===== src/rtl/divsched_pkg.sv =====
// divsched_pkg: shared state encoding, default widths and constants for divider_scheduler.
package divsched_pkg;

    localparam int DIV_WIDTH_DEF      = 32;
    localparam int N_REQ_DEF          = 4;
    localparam int ID_W_DEF           = 2;
    localparam int TIMEOUT_CYCLES_DEF = 1024;

    // Quotient returned on divide-by-zero; truncated to DIV_WIDTH at use.
    localparam logic [63:0] DZ_Q = '1;

    typedef enum logic [2:0] {
        ST_DRAIN     = 3'd0,
        ST_IDLE      = 3'd1,
        ST_ISSUE     = 3'd2,
        ST_WAIT_BUSY = 3'd3,
        ST_WAIT_DONE = 3'd4,
        ST_RESP      = 3'd5
    } state_t;

endpackage


===== src/rtl/divsched_rr_arbiter.sv =====
// divsched_rr_arbiter: combinational round-robin pick of the first valid request at or after the pointer.
module divsched_rr_arbiter #(
    parameter int N_REQ = 4,
    parameter int ID_W  = 2
) (
    input  logic [N_REQ-1:0] i_req,
    input  logic [ID_W-1:0]  i_ptr,
    output logic [N_REQ-1:0] o_grant,
    output logic [ID_W-1:0]  o_idx,
    output logic             o_any
);

    logic [2*N_REQ-1:0] w_dbl;
    logic [ID_W-1:0]    w_off;
    logic [ID_W:0]      w_sum;
    logic [ID_W:0]      w_wrap;

    // Rotating the doubled vector puts the pointer position at bit 0.
    assign w_dbl = {i_req, i_req} >> i_ptr;

    always_comb begin
        w_off = '0;
        for (int k = N_REQ - 1; k >= 0; k--)
            if (w_dbl[k]) w_off = ID_W'(k);
    end

    assign w_sum   = {1'b0, i_ptr} + {1'b0, w_off};
    assign w_wrap  = w_sum - (ID_W + 1)'(N_REQ);
    assign o_idx   = (w_sum >= (ID_W + 1)'(N_REQ)) ? w_wrap[ID_W-1:0] : w_sum[ID_W-1:0];
    assign o_any   = |i_req;
    assign o_grant = o_any ? (N_REQ'(1) << o_idx) : '0;

endmodule


===== src/rtl/divider_scheduler.sv =====
// divider_scheduler: shares one divider among N_REQ requesters, round-robin, one operation in flight.
// Optional watchdog on the divider handshake is enabled by defining DIVSCHED_TIMEOUT_EN.
module divider_scheduler
    import divsched_pkg::*;
#(
    parameter int DIV_WIDTH      = DIV_WIDTH_DEF,
    parameter int N_REQ          = N_REQ_DEF,
    parameter int ID_W           = ID_W_DEF,
    parameter int TIMEOUT_CYCLES = TIMEOUT_CYCLES_DEF
) (
    input  logic                       clk,
    input  logic                       rst,
    input  logic [N_REQ-1:0]           req_valid,
    output logic [N_REQ-1:0]           req_ready,
    input  logic [N_REQ-1:0]           req_sign,
    input  logic [N_REQ*DIV_WIDTH-1:0] req_a,
    input  logic [N_REQ*DIV_WIDTH-1:0] req_b,
    output logic                       rsp_valid,
    input  logic                       rsp_ready,
    output logic [ID_W-1:0]            rsp_id,
    output logic [DIV_WIDTH-1:0]       rsp_q,
    output logic [DIV_WIDTH-1:0]       rsp_r,
    output logic                       rsp_dz,
    output logic                       rsp_err,
    output logic                       div_start,
    output logic                       div_sign,
    output logic [DIV_WIDTH-1:0]       div_in1,
    output logic [DIV_WIDTH-1:0]       div_in2,
    input  logic [DIV_WIDTH-1:0]       div_q,
    input  logic [DIV_WIDTH-1:0]       div_r,
    input  logic                       div_ready
);

    state_t               r_state;
    logic [ID_W-1:0]      r_ptr;
    logic [ID_W-1:0]      r_id;
    logic [DIV_WIDTH-1:0] r_a;
    logic [DIV_WIDTH-1:0] r_b;
    logic                 r_sign;
    logic [DIV_WIDTH-1:0] r_q;
    logic [DIV_WIDTH-1:0] r_r;
    logic                 r_dz;

    logic [N_REQ-1:0]     w_grant;
    logic [ID_W-1:0]      w_idx;
    logic                 w_any;
    logic [DIV_WIDTH-1:0] w_a;
    logic [DIV_WIDTH-1:0] w_b;

`ifdef DIVSCHED_TIMEOUT_EN
    localparam int CNT_W = $clog2(TIMEOUT_CYCLES + 1);
    logic [CNT_W-1:0] r_cnt;
    logic             r_err;
    logic             w_to;
    assign w_to    = r_cnt == CNT_W'(TIMEOUT_CYCLES - 1);
    assign rsp_err = r_err;
`else
    assign rsp_err = 1'b0;
`endif

    divsched_rr_arbiter #(
        .N_REQ (N_REQ),
        .ID_W  (ID_W)
    ) u_arb (
        .i_req   (req_valid),
        .i_ptr   (r_ptr),
        .o_grant (w_grant),
        .o_idx   (w_idx),
        .o_any   (w_any)
    );

    assign w_a       = req_a[int'(w_idx)*DIV_WIDTH +: DIV_WIDTH];
    assign w_b       = req_b[int'(w_idx)*DIV_WIDTH +: DIV_WIDTH];
    assign req_ready = (r_state == ST_IDLE) ? w_grant : '0;
    assign rsp_valid = r_state == ST_RESP;
    assign div_start = r_state == ST_ISSUE;
    // Operand registers feed the divider directly so they stay frozen until the response leaves.
    assign div_in1   = r_a;
    assign div_in2   = r_b;
    assign div_sign  = r_sign;
    assign rsp_id    = r_id;
    assign rsp_q     = r_q;
    assign rsp_r     = r_r;
    assign rsp_dz    = r_dz;

    always_ff @(posedge clk or posedge rst) begin
        if (rst) begin
            r_state <= ST_DRAIN;
            r_ptr   <= '0;
            r_id    <= '0;
            r_a     <= '0;
            r_b     <= '0;
            r_sign  <= 1'b0;
            r_q     <= '0;
            r_r     <= '0;
            r_dz    <= 1'b0;
`ifdef DIVSCHED_TIMEOUT_EN
            r_cnt   <= '0;
            r_err   <= 1'b0;
`endif
        end else begin
            case (r_state)
                ST_DRAIN: if (div_ready) r_state <= ST_IDLE;
                ST_IDLE: begin
                    if (w_any) begin
                        r_a    <= w_a;
                        r_b    <= w_b;
                        r_sign <= req_sign[w_idx];
                        r_id   <= w_idx;
                        r_ptr  <= (w_idx == ID_W'(N_REQ - 1)) ? '0 : w_idx + 1'b1;
                        if (w_b == '0) begin
                            r_q     <= DIV_WIDTH'(DZ_Q);
                            r_r     <= w_a;
                            r_dz    <= 1'b1;
`ifdef DIVSCHED_TIMEOUT_EN
                            r_err   <= 1'b0;
`endif
                            r_state <= ST_RESP;
                        end else begin
                            r_state <= ST_ISSUE;
                        end
                    end
                end
                ST_ISSUE: begin
`ifdef DIVSCHED_TIMEOUT_EN
                    r_cnt   <= '0;
`endif
                    r_state <= ST_WAIT_BUSY;
                end
                ST_WAIT_BUSY: begin
`ifdef DIVSCHED_TIMEOUT_EN
                    r_cnt <= r_cnt + 1'b1;
                    if (w_to) begin
                        r_q     <= '0;
                        r_r     <= '0;
                        r_dz    <= 1'b0;
                        r_err   <= 1'b1;
                        r_state <= ST_RESP;
                    end else if (!div_ready) r_state <= ST_WAIT_DONE;
`else
                    if (!div_ready) r_state <= ST_WAIT_DONE;
`endif
                end
                ST_WAIT_DONE: begin
`ifdef DIVSCHED_TIMEOUT_EN
                    r_cnt <= r_cnt + 1'b1;
                    if (w_to) begin
                        r_q     <= '0;
                        r_r     <= '0;
                        r_dz    <= 1'b0;
                        r_err   <= 1'b1;
                        r_state <= ST_RESP;
                    end else if (div_ready) begin
                        r_q     <= div_q;
                        r_r     <= div_r;
                        r_dz    <= 1'b0;
                        r_err   <= 1'b0;
                        r_state <= ST_RESP;
                    end
`else
                    if (div_ready) begin
                        r_q     <= div_q;
                        r_r     <= div_r;
                        r_dz    <= 1'b0;
                        r_state <= ST_RESP;
                    end
`endif
                end
                ST_RESP: begin
`ifdef DIVSCHED_TIMEOUT_EN
                    // After a watchdog abort the divider state is unknown, so resynchronise first.
                    if (rsp_ready) r_state <= r_err ? ST_DRAIN : ST_IDLE;
`else
                    if (rsp_ready) r_state <= ST_IDLE;
`endif
                end
                default: r_state <= ST_DRAIN;
            endcase
        end
    end

endmodule

===== config.mk =====
export PLATFORM = sky130hd
export DESIGN_NAME = divider_scheduler
export DESIGN_NICKNAME = d
export VERILOG_FILES = /design/src/rtl/divsched_pkg.sv /design/src/rtl/divsched_rr_arbiter.sv /design/src/rtl/divider_scheduler.sv
export SDC_FILE = /design/constraint.sdc
export NUM_CORES = 1
export LEC_CHECK = 0
export ABC_AREA = 1
export CAP_MARGIN = 20
export CORE_MARGIN = 10
export CORE_UTILIZATION = 30
export CTS_BUF_LIST = sky130_fd_sc_hd__clkbuf_8
export DETAILED_ROUTE_END_ITERATION = 6
export PLACE_DENSITY = 0.65
export SYNTH_ARGS = -nofsm -noshare
export SYNTH_HDL_FRONTEND = slang
export SYNTH_SLANG_ARGS = --single-unit

===== constraint.sdc =====
create_clock -name clk -period 7.2 [get_ports clk]
set_input_delay 1.44 -clock clk [delete_from_list [all_inputs] [get_ports clk]]
set_output_delay 1.44 -clock clk [all_outputs]
set_load 0.02 [all_outputs]

### Yosys cells after proc, flatten, opt, wreduce, memory -nomap -nowiden

Index checks and enable logic that the tools add are counted.

* shift-type cells: 4
* $lt $le $gt $ge: 2
* equality and inequality tests: 12
* $add $sub $neg: 3
* mux-type cells: 29
* reduce and logical (&&, ||, !) cells: 7

Operators by type and width (count)
* $shiftx A128 B8 Y32: 2
* $mux W32: 6
* $pmux W32 S2: 2
* $logic_not A32 Y1: 1
* $mux W3: 6
* $pmux W3 S6: 1
* $mux W2: 6
* $mux W4: 2
* $shr A8 B2 Y4: 1
* $eq A3 B2 Y1 const B: 2
* $eq A3 B3 Y1 const B: 2
* $ne A2 B1 Y1 const B: 3
* $ne A2 B2 Y1 const B: 3
* $reduce_and A5 Y1: 1
* $mux W1: 4
* $reduce_and A4 Y1: 1
* $reduce_or A4 Y1: 1
* $shl A1 B2 Y4 const A: 1
* $add A2 B2 Y3: 1
* $eq A3 B1 Y1 const B: 1
* $ge A3 B3 Y1 const B: 1
* $logic_not A3 Y1: 1
* $lt A2 B3 Y1 const B: 1
* $add A2 B1 Y2 const B: 1
* other kinds (6): 6

* bits in registers: 137
* logic and storage cells: 66
* output and inout port bits: 139
* input bits: 332

### Longest topological paths before layout

Gate-level depths: netlist (run 1).

* word-level depth: 13
* depth in mapped cells: 26
* mapped depth without buffers: 22

### Hierarchy

From an unflattened synthesis (run 1), not the netlist that was laid out.

* cells, all modules: 1174
* area, all modules: 8149.1 µm²

By module, submodules not included
* divider_scheduler: cells each 1130, seq. area each 3428.3 µm², instances 1, area each 7927.6 µm²
* divsched_rr_arbiter: cells each 44, seq. area each 0.0 µm², instances 1, area each 221.5 µm²

### Worst setup path before layout (run 1)

Ideal clock, no wire load.

* kind: input port to output port
* start point: input req_valid[1]
* end point: output req_ready[3]
* path buffers: 3
* path slack: 2.098 ns
* cell stages on the path: 15
* arrival time: 3.662 ns
* data required time: 5.760 ns
* path through: nand2_1 nand3_1 nand2_1 nand3_1 a21boi_0 ha_1 xor2_2 nand2_4 nand2_4 buf_6 clkbuf_1 clkbuf_1 ha_1 inv_1 nor2_1

* word-level cells in the longest chain between the ends: 11
* elaborated cells on any way between the ends: 13
* those cells by class: add/sub: 2; order compare: 1; shift: 2; mux: 7; reduce/logical: 1

Ends and longest elaborated chain
* from (decl): line divider_scheduler.sv:13 `input logic [N_REQ-1:0] req_valid,`
* $shr A8 B2 Y4 (*): line divsched_rr_arbiter.sv:19 `assign w_dbl = {i_req, i_req} >> i_ptr;`
* $mux W2 (3 in series): line divsched_rr_arbiter.sv:24 `if (w_dbl[k]) w_off = ID_W'(k);`
* $mux W2 (*): line divsched_rr_arbiter.sv:24
* $add A2 B2 Y3 (*): line divsched_rr_arbiter.sv:27 `assign w_sum = {1'b0, i_ptr} + {1'b0, w_off};`
* $ge A3 B3 Y1 or $sub A2 B1 Y2 (tied branches): line divsched_rr_arbiter.sv:29, divsched_rr_arbiter.sv:28
* $mux W2 (*): line divsched_rr_arbiter.sv:29 `assign o_idx = (w_sum >= (ID_W + 1)'(N_REQ)) ? w_wrap[ID_W-1:0] : w_sum[ID_W-1:0];`
* net u_arb.o_idx[1]: line divsched_rr_arbiter.sv:9 `output logic [ID_W-1:0] o_idx,`
* $shl A1 B2 Y4 (*): line divsched_rr_arbiter.sv:31 `assign o_grant = o_any ? (N_REQ'(1) << o_idx) : '0;`
* $mux W4 (*): line divsched_rr_arbiter.sv:31
* $mux W4 (*): line divider_scheduler.sv:74 `assign req_ready = (r_state == ST_IDLE) ? w_grant : '0;`
* to (decl): line divider_scheduler.sv:14 `output logic [N_REQ-1:0] req_ready,`

The timed path passes the listed nets; every way through them passes the cells marked *.

### Final worst setup path (run 1)

* start point: input req_valid[1]
* end point: output req_ready[0]

* word-level cells in the longest chain between the ends: 11
* elaborated cells on any way between the ends: 13
* those cells by class: add/sub: 2; order compare: 1; shift: 2; mux: 7; reduce/logical: 1

Ends and longest elaborated chain (line)
* $shr A8 B2 Y4: divsched_rr_arbiter.sv:19
* $mux W2 (4 in series): divsched_rr_arbiter.sv:24
* $add A2 B2 Y3: divsched_rr_arbiter.sv:27
* $ge A3 B3 Y1 or $sub A2 B1 Y2 (tied branches): divsched_rr_arbiter.sv:29, divsched_rr_arbiter.sv:28
* $mux W2: divsched_rr_arbiter.sv:29
* $shl A1 B2 Y4: divsched_rr_arbiter.sv:31
* $mux W4 (*): divsched_rr_arbiter.sv:31
* $mux W4 (*): divider_scheduler.sv:74

Mark *: on every way between the ends. The rest lies on a longest branch, timed or not.

==> run_results.csv, run 1 <==
group,metric,value,unit
status,status,"complete, no violations",
sta,min_period_over_period,0.821,
drt,firstDrtPassIters,5,
place,place_congestion,0.868,
floorplan,boundaryPins,471,
floorplan,die_w,188,µm
power,power.density,541,mW/mm²
power,cellLeakagePower,0.00629,µW
layout,mostFrequentLayoutCell,"nand2_1",
setup_path,path_delay_family,"buffers and inverters",
drt,drc,0,
logic_synthesis,synth_seq_cells,137,
sta,skew,0.0114,ns
sta,max_slew.worst_pin.slew,1.05,ns
floorplan,coreArea,0.0278,mm²
global_route,antenna_found_initial,2,
place,numPlacedInstances,2021,
cts,cts_sinks,137,
floorplan,dieHeight,188,µm
floorplan,initial_utilization,0.304,
cts,cts_buffer_depth,2,
logic_synthesis,syn_inst,1246,
setup_path,critical-path-max-stage-delay,0.63,ns
logic_synthesis,synth.top_cell.area_share,0.406,
cts,cts_setup_buffers,0,
setup_path,path_max_fanout,26,
setup_path,criticalPathCategory,"in2out",
setup_path,cp-end-kind,"output port",
layout,drive_above_1_share,0.0573,
logic_synthesis,synth_area,0.00844,mm²
flow_run,max-cap-violations,0,
place,dpl.hpwl,30100,µm
setup_path,crit_path_frequent_cell,"nand2_1",
power,ir_drop,0.424,mV
setup_path,start_kind,"primary input",
logic_synthesis,synth_top_cells_by_area,"dfrtp_1 41%, nand2_1 24%, o21ai_0 9.8%",
min_path,hp-class,"reg2reg",
logic_synthesis,synth_nets,1583,
setup_path,crit_buf_inv,4,
logic_synthesis,synth_fa_ha_area_frac,0.00741,
cts,cts.reportedPaths.clkPinSlew,0.09,ns
setup_path,rrSetupSlack,2.45,ns
sta,rsz0062_at_grt,"no",
logic_synthesis,syn_area_per_cell,6.77,µm²
logic_synthesis,synth_compound_area_frac,0.108,
layout,layout.nets,1999,
global_route,grtUsageTotal,0.209,
cts,insertion_delay,0.45,ns
global_route,grt_max_degree,92,
sta,max_clock_freq,0.169,GHz
setup_path,cp.arrival,4.47,ns
drt,detail_route.wirelength,38100,µm
sta,hold_ws,0.476,ns
floorplan,row_count,61,
logic_synthesis,synth-simple-area-share,0.368,
floorplan,die-area,0.0352,mm²
sta,timing_hold_violations_final,0,
cts,cts_max_level,4,
drt,wire_per_inst,18.5,µm
global_route,grt_pass1_wl,58300,µm
sta,post-route-min-period,5.91,ns
sta,slew_headroom,0.299,
logic_synthesis,synth_xor_area_frac,0.00193,
setup_path,crit_path_cell_trace,"clkdlybuf4s50_1 -> nand2_1 -> nand3_1 -> nand2_1 -> nand3_1 -> a21boi_0 -> ha_4 -> xor2_2 -> inv_2 -> nand3_4 -> nand2_4 -> inv_1 -> ha_1 -> nand2_1 -> nor2_1 -> clkdlybuf4s50_1",
global_route,grt_pass1_vias,9776,
drt,vias_per_cell,4.71,
sta,setup_viol,0,
drt,ant_nets,0,
logic_synthesis,yosysSeqAreaShare,0.406,
logic_synthesis,synth_top_family_by_area,"simple AND/OR/NAND/NOR gates",
logic_synthesis,ys_types,30,
logic_synthesis,yosys.area.top_type,"dfrtp_1",
logic_synthesis,yosys_warnings,0,
layout,syn2layout_area_growth,62.9,%
logic_synthesis,synthMuxAreaShare,0.0380,
sta,finalMaxSlewViolations,0,
cts,holdBufCountCts,0,
setup_path,crit_slowest_cell,"clkdlybuf4s50_1",
drt,vias,9679,
layout,stdcell_count,2055,
cts,cts_buffers,17,
cts,cts_tree,"built",
cts,cts_root_buf,"clkbuf_8",
sta,tns,0,ns
setup_path,required,5.76,ns
place,portBuffers,469,
global_route,gr-total-overflow,0,
layout,final_cell_mix,"529 x nand2_1, 469 x clkdlybuf4s50_1, 165 x o21ai_0, 137 x dfrtp_1, 101 x nand3_1",
power,p_total,7440,µW
drt,first_iter_violations,636,
cts,cts_resized,0,
[power by group]
group / total [µW] / leakage (µW) / switching [µW] / internal, µW
Combinational: 5330 / 0.00443 / 3410 / 1920
Sequential: 1410 / 0.00165 / 227 / 1180
Clock: 701 / 0.000209 / 350 / 351
Total: 7440 / 0.00629 / 3980 / 3460
[final cells by class]
class / count / area [µm²]
Clock buffer: 17 / 234
Inverter: 43 / 170
Antenna cell: 2 / 5.00
Timing Repair Buffer: 483 / 4800
Multi-Input combinational cell: 980 / 4450
Clock inverter: 15 / 191
Sequential cell: 137 / 3430
Fill cell: 2851 / 14000
Tap cell: 378 / 473
[cells by family (layout without fill, tap and decap cells)]
group / count (synthesis) / after routing
other cells: 1 / 3
simple gates: 762 / 762
fa+ha+maj: 5 / 5
compound gates: 179 / 179
flops: 137 / 137
mux: 32 / 32
xor+xnor: 1 / 1
buf+inv: 129 / 558
[worst paths after layout]
check,to,startpoint,depth (start not counted)
max in group asynchronous,div_in1[17],rst,3
max,req_ready[0],req_valid[1],16
min,rsp_q[4],rsp_q[4],2
min in group asynchronous,rsp_q[1],rst,2
min reg2reg,rsp_q[4],rsp_q[4],2
max reg2reg,rsp_r[11],r_ptr[0],24
[metal layers]
layer,share of wire,track usage
met5,0.00031,0
met4,0.017,0.0538
met3,0.079,0.0659
met2,0.49,0.353
met1,0.41,0.251
[cell usage after synthesis]
| cell type | instances |
|---|---|
| mux2i_1 | 32 |
| conb_1 | 1 |
| buf_2 | 7 |
| buf_4 | 7 |
| xor2_2 | 1 |
| o21ai_1 | 7 |
| nand2_1 | 531 |
| or2_2 | 32 |
| a211oi_1 | 1 |
| nand3_4 | 1 |
| o21ai_0 | 165 |
| a21boi_0 | 1 |
| clkinv_1 | 2 |
| o41ai_1 | 1 |
| clkbuf_1 | 57 |
| nand2_2 | 2 |
| a22o_1 | 1 |
| buf_1 | 5 |
| nor3_1 | 1 |
| inv_1 | 37 |
| buf_6 | 10 |
| nor4_1 | 1 |
| a31oi_1 | 1 |
| nand3_1 | 101 |
| ha_1 | 5 |
| nand2_4 | 2 |
| dfrtp_1 | 137 |
| a21oi_1 | 2 |
| inv_2 | 4 |
| nor2_1 | 91 |
[per-stage QoR]
step / utilization / cell area (µm²) / worst slack [ns]
6_report: 0.495 / 13700 / 1.29
5_1_grt: 0.495 / 13700 / 1.02
4_1_cts: 0.495 / 13700 / 1.27
3_5_place_dp: 0.479 / 13300 / 1.15
3_3_place_gp: 0.479 / 13300 / 1.25
2_1_floorplan: - / 8440 / 2.09
[flip-flops by register name (all words and copies together), names as in the netlist]
name,flops
rsp_id,2
r_state,3
rsp_q,32
div_in2,32
rsp_r,32
div_sign,1
rsp_dz,1
div_in1,32
r_ptr,2
[worst reg2reg max path, delay by kind of cell (launching register included)]
kind	cells	cell delay (ns)
flip-flops	1	0.51
buffers and inverters	4	1.05
AO/OA/AOI/OAI	2	0.41
AND/OR/NAND/NOR	16	2.40
XOR/XNOR	1	0.08
adder cells (fa/ha/maj)	1	0.19
Note: power is estimated with default switching activity, not from simulation.
==> run 2: changes to the inputs <==
==> constraint.sdc (replaced) <==
create_clock -name clk -period 5.97 [get_ports clk]
set_input_delay 1.194 -clock clk [delete_from_list [all_inputs] [get_ports clk]]
set_output_delay 1.194 -clock clk [all_outputs]
set_load 0.02 [all_outputs]
==> run 2 against run 1 <==
  * Total power grew 21%
  * Setup slack got worse by 0.74 ns
  * Utilization hardly changed
  * Global-route usage is 0.055 points lower
  * Worst hold slack got worse by 0.0047 ns
==> run_results.csv, run 2 (same netlist as run 1, synthesis figures left out) <==
group,metric,value,unit
setup_path,cp-end-kind,"output port",
cts,insertion_delay,0.45,ns
layout,mostFrequentLayoutCell,"nand2_1",
sta,skew,0.0165,ns
floorplan,die_w,188,µm
setup_path,cp.arrival,4.22,ns
drt,vias,9627,
cts,cts_sinks,137,
power,ir_drop,0.393,mV
sta,min_period_over_period,0.908,
min_path,min_from,"rsp_r[12]",
floorplan,row_count,61,
sta,max_slew.worst_pin.slew,1.03,ns
setup_path,required,4.78,ns
global_route,grt_pass1_wl,57700,µm
cts,cts_buffer_depth,2,
drt,ant_nets,0,
sta,setup_viol,0,
sta,rsz0062_at_grt,"no",
cts,cts_tree,"built",
sta,tns,0,ns
setup_path,regToRegEndpoint,"rsp_r[29]",
flow_run,max-cap-violations,0,
floorplan,coreArea,0.0278,mm²
floorplan,boundaryPins,471,
global_route,grt_pass1_vias,9456,
global_route,gr-total-overflow,0,
cts,cts.reportedPaths.clkPinSlew,0.07,ns
min_path,whs_endpoint,"rsp_r[12]",
setup_path,path_max_fanout,26,
place,portBuffers,469,
global_route,grtUsageTotal,0.208,
cts,cts_resized,0,
cts,cts_max_level,4,
place,place_congestion,0.879,
drt,drc,0,
layout,final_cell_mix,"529 x nand2_1, 469 x clkdlybuf4s50_1, 165 x o21ai_0, 137 x dfrtp_1, 101 x nand3_1",
drt,wire_per_inst,18.7,µm
place,place_ws,0.564,ns
setup_path,r2r_start,"r_ptr[0]",
cts,cts_root_buf,"clkbuf_8",
sta,slew_headroom,0.314,
min_path,hp-class,"reg2reg",
layout,layout.nets,2002,
drt,vias_per_cell,4.68,
power,p_sw,4850,µW
sta,finalMaxSlewViolations,0,
cts,cts_buffers,17,
setup_path,start_kind,"primary input",
layout,num-fill-cells,2845,
status,status,"complete, no violations",
cts,holdBufCountCts,0,
floorplan,dieHeight,188,µm
power,pwr-share-seq,0.190,
power,power_frac_comb,0.724,
layout,syn2layout_area_growth,63.0,%
floorplan,initial_utilization,0.304,
power,switching_share,0.541,
global_route,grt_max_degree,102,
setup_path,worst-r2r-cell-count,24,
sta,layout_setup_ws,0.552,ns
power,power.density,652,mW/mm²
global_route,antenna_found_initial,1,
drt,detail_route.wirelength,38500,µm
place,dpl.hpwl,30500,µm
sta,max_clock_freq,0.185,GHz
sta,timing_hold_violations_final,0,
setup_path,criticalPathCategory,"in2out",
power,internal_power,4120,µW
cts,cts_setup_buffers,0,
power,pwr-share-clk,0.086,
power,cellLeakagePower,0.00630,µW
sta,hold_ws,0.472,ns
floorplan,die-area,0.0352,mm²
min_path,hold_depth,2,
setup_path,rrSetupSlack,1.62,ns
drt,firstDrtPassIters,5,
sta,post-route-min-period,5.42,ns
layout,drive_above_1_share,0.0590,
drt,first_iter_violations,619,
run 2: worst max-delay path, stage by stage:
cell and delay (ns):
clkdlybuf4s50_1 0.52, nand2_1 0.11, nand3_1 0.14, nand3_1 0.08
a21boi_0 0.27, ha_4 0.19, xor2_2 0.23, inv_2 0.07
nand3_4 0.27, nand2_4 0.11, inv_1 0.12, ha_1 0.15
nand2_1 0.05, nor2_1 0.08, clkdlybuf4s50_1 0.62
run 2: stage by stage:
step | std cells | power [µW] | util | instance area [µm²]
6_report | 2057 | 8970 | 0.495 | 13800
5_1_grt | 2056 | 9850 | 0.495 | 13800
4_1_cts | 2055 | 9080 | 0.494 | 13700
3_5_place_dp | 2023 | 8280 | 0.480 | 13300
3_3_place_gp | 2023 | 8210 | 0.480 | 13300
2_1_floorplan | 1246 | 5730 | - | 8440
run 2: cell type report:
class | count | area [µm²] | area share
clock buffer | 18 | 248 | 0.0180
clock inverter | 14 | 134 | 0.00973
tap | 378 | 473 | 0.0344
sequential | 137 | 3430 | 0.249
antenna | 1 | 2.50 | 0.000182
multi-input combinational | 980 | 4450 | 0.323
timing repair buffer | 486 | 4850 | 0.353
inverter | 43 | 170 | 0.0124
run 2: layer usage:
layer	vias up	GRT usage	wire length, µm	part of all wire
met2	352	0.362	19200	0.50
met3	28	0.0647	3040	0.079
met4	2	0.0495	592	0.015
met1	4438	0.244	15600	0.41
li1	4807	-	-	-
met5	-	0	13	0.00034
run 2: power by group through the flow:
stage,clock network [µW],registers [µW],logic (µW)
4_1_cts,794,1700,6580
6_report,767,1710,6500
5_1_grt,829,1760,7260
3_3_place_gp,0,1700,6500
3_5_place_dp,0,1710,6570
2_1_floorplan,0,2240,3480
run 2: worst max path at each step:
stage / from / to / slack, ns / cells past startpoint
after global placement: req_valid[1] / rsp_r[3] / 0.60 / 21
after floorplan: rst / div_in1[0] / 1.11 / 1
final: req_valid[0] / req_ready[1] / 0.55 / 15
after CTS: req_valid[0] / req_ready[0] / 0.57 / 15
after global routing: req_valid[0] / req_ready[0] / 0.27 / 15
after detailed placement: req_valid[0] / rsp_q[1] / 0.56 / 23
==> run 3: changes to the inputs <==
--- a/config.mk
+++ b/config.mk
@@ -7,11 +7,11 @@
 export LEC_CHECK = 0
 export ABC_AREA = 1
 export CAP_MARGIN = 20
-export CORE_MARGIN = 10
-export CORE_UTILIZATION = 30
+export CORE_AREA = 4 4 179 181
 export CTS_BUF_LIST = sky130_fd_sc_hd__clkbuf_8
 export DETAILED_ROUTE_END_ITERATION = 6
-export PLACE_DENSITY = 0.65
+export DIE_AREA = 0 0 183 185
+export PLACE_DENSITY = 0.61
 export SYNTH_ARGS = -nofsm -noshare
 export SYNTH_HDL_FRONTEND = slang
 export SYNTH_SLANG_ARGS = --single-unit
==> run 3 against run 2 <==
  * Register-to-register slack got worse by 0.37 ns
  * Final area rose by 0.53%
  * First-iteration DRC count fell by 2.4%
  * Sequential cell count did not move
  * Die area fell by 3.9%
  * Sequential share of layout area fell by 0.13 points
  * Clock power rose by 12%
  * Routed wire length fell by 5.7%
==> run_results.csv, run 3 (same netlist as run 1, synthesis figures left out) <==
group,metric,value,unit
layout,num-fill-cells,3129,
global_route,gr-total-overflow,0,
global_route,grt_max_degree,103,
sta,layout_setup_ws,0.493,ns
min_path,whs_endpoint,"rsp_q[4]",
drt,detail_route.wirelength,36300,µm
flow_run,max-cap-violations,0,
sta,finalMaxSlewViolations,0,
sta,slew_headroom,0.303,
floorplan,initial_utilization,0.277,
place,portBuffers,469,
min_path,hold_depth,2,
status,status,"complete, no violations",
layout,fin_area,0.0138,mm²
floorplan,die_w,183,µm
layout,mostFrequentLayoutCell,"nand2_1",
cts,cts_buffers,17,
sta,skew,0.0196,ns
power,cellLeakagePower,0.00632,µW
drt,vias,9669,
floorplan,row_count,64,
floorplan,die-area,0.0339,mm²
global_route,grt_pass1_wl,53400,µm
setup_path,worst-r2r-cell-count,23,
cts,cts_resized,0,
setup_path,cp-end-kind,"output port",
setup_path,start_kind,"primary input",
global_route,grtUsageTotal,0.203,
place,numPlacedInstances,2038,
layout,drive_above_1_share,0.0579,
setup_path,criticalPathCategory,"in2out",
drt,drc,0,
sta,max_clock_freq,0.183,GHz
layout,final_cell_mix,"529 x nand2_1, 469 x clkdlybuf4s50_1, 165 x o21ai_0, 137 x dfrtp_1, 101 x nand3_1",
power,power.density,656,mW/mm²
min_path,min_from,"rsp_q[4]",
floorplan,coreArea,0.0304,mm²
sta,tns,0,ns
cts,cts_tree,"built",
cts,cts_buffer_depth,2,
drt,vias_per_cell,4.66,
layout,layout.nets,2000,
layout,stdcell_count,2074,
global_route,antenna_found_initial,2,
floorplan,dieHeight,185,µm
setup_path,r2r_start,"r_ptr[0]",
setup_path,path_max_fanout,26,
setup_path,cp.arrival,4.28,ns
global_route,grt_pass1_vias,9285,
drt,first_iter_violations,604,
cts,holdBufCountCts,0,
sta,rsz0062_at_grt,"no",
sta,timing_hold_violations_final,0,
layout,syn2layout_area_growth,63.9,%
place,place_ws,0.246,ns
cts,insertion_delay,0.45,ns
power,ir_drop,0.452,mV
sta,max_slew.worst_pin.slew,1.04,ns
min_path,hp-class,"reg2reg",
layout,fin_util,0.454,
setup_path,rrSetupSlack,1.25,ns
place,place_area,0.0134,mm²
drt,firstDrtPassIters,4,
drt,ant_nets,0,
floorplan,boundaryPins,471,
setup_path,regToRegEndpoint,"rsp_r[27]",
drt,wire_per_inst,17.5,µm
sta,setup_viol,0,
cts,cts_setup_buffers,0,
place,place_congestion,0.886,
cts,cts_max_level,4,
sta,min_period_over_period,0.917,
cts,cts_root_buf,"clkbuf_8",
cts,cts.reportedPaths.clkPinSlew,0.08,ns
cts,cts_sinks,137,
setup_path,required,4.78,ns
place,dpl.hpwl,27900,µm
sta,post-route-min-period,5.48,ns
run 3: power by group:
group	total, µW	leakage [µW]	switching [µW]	internal, µW
clock	860	0.000217	423	437
sequential	1700	0.00165	275	1420
combinational	6520	0.00445	4160	2360
total	9080	0.00632	4860	4220
run 3: final cells by class:
type	count	area [µm²]	share of cell area
clock buffer	18	248	0.0179
tap	396	495	0.0358
clock inverter	14	184	0.0133
sequential	137	3430	0.248
multi-input combinational	980	4450	0.321
timing repair buffer	484	4850	0.351
inverter	43	170	0.0123
antenna	2	5.00	0.000362
run 3: worst max-delay path by stage:
stage                            start      endpoint  cells past startpoint  slack, ns
after floorplan                    rst    div_in1[0]                      1       1.11
after global placement    req_valid[1]     rsp_q[18]                     21       0.40
after detailed placement  req_valid[3]     rsp_r[27]                     23       0.25
after CTS                 req_valid[3]  req_ready[0]                     16       0.49
after global routing      req_valid[1]  req_ready[0]                     16       0.23
final                     req_valid[1]  req_ready[1]                     16       0.49
run 3: critical path, stage by stage:
cell and delay [ns]:
clkdlybuf4s50_1 0.44, nand2_1 0.11, nand3_1 0.08, nand2_1 0.12
nand3_1 0.07, a21boi_0 0.29, ha_4 0.19, xor2_2 0.22
inv_2 0.07, nand3_4 0.28, nand2_4 0.11, inv_1 0.15
ha_1 0.16, nand2_1 0.05, nor2_1 0.08, clkdlybuf4s50_1 0.65
run 3: stage by stage:
step / hold slack [ns] / power [µW]
2_1_floorplan: 0.509 / 5730
3_3_place_gp: 0.453 / 8260
3_5_place_dp: 0.458 / 8320
4_1_cts: 0.479 / 9200
5_1_grt: 0.506 / 9980
6_report: 0.475 / 9080
run 3: metal layers:
layer  GRT usage  routed length (µm)  vias up  part of all wire
met5           0                  10        -           0.00028
met4      0.0477                 582        2             0.016
met3      0.0570                2720       32             0.075
met2       0.357               18100      358              0.50
met1       0.248               14800     4476              0.41
li1            -                   -     4801                 -
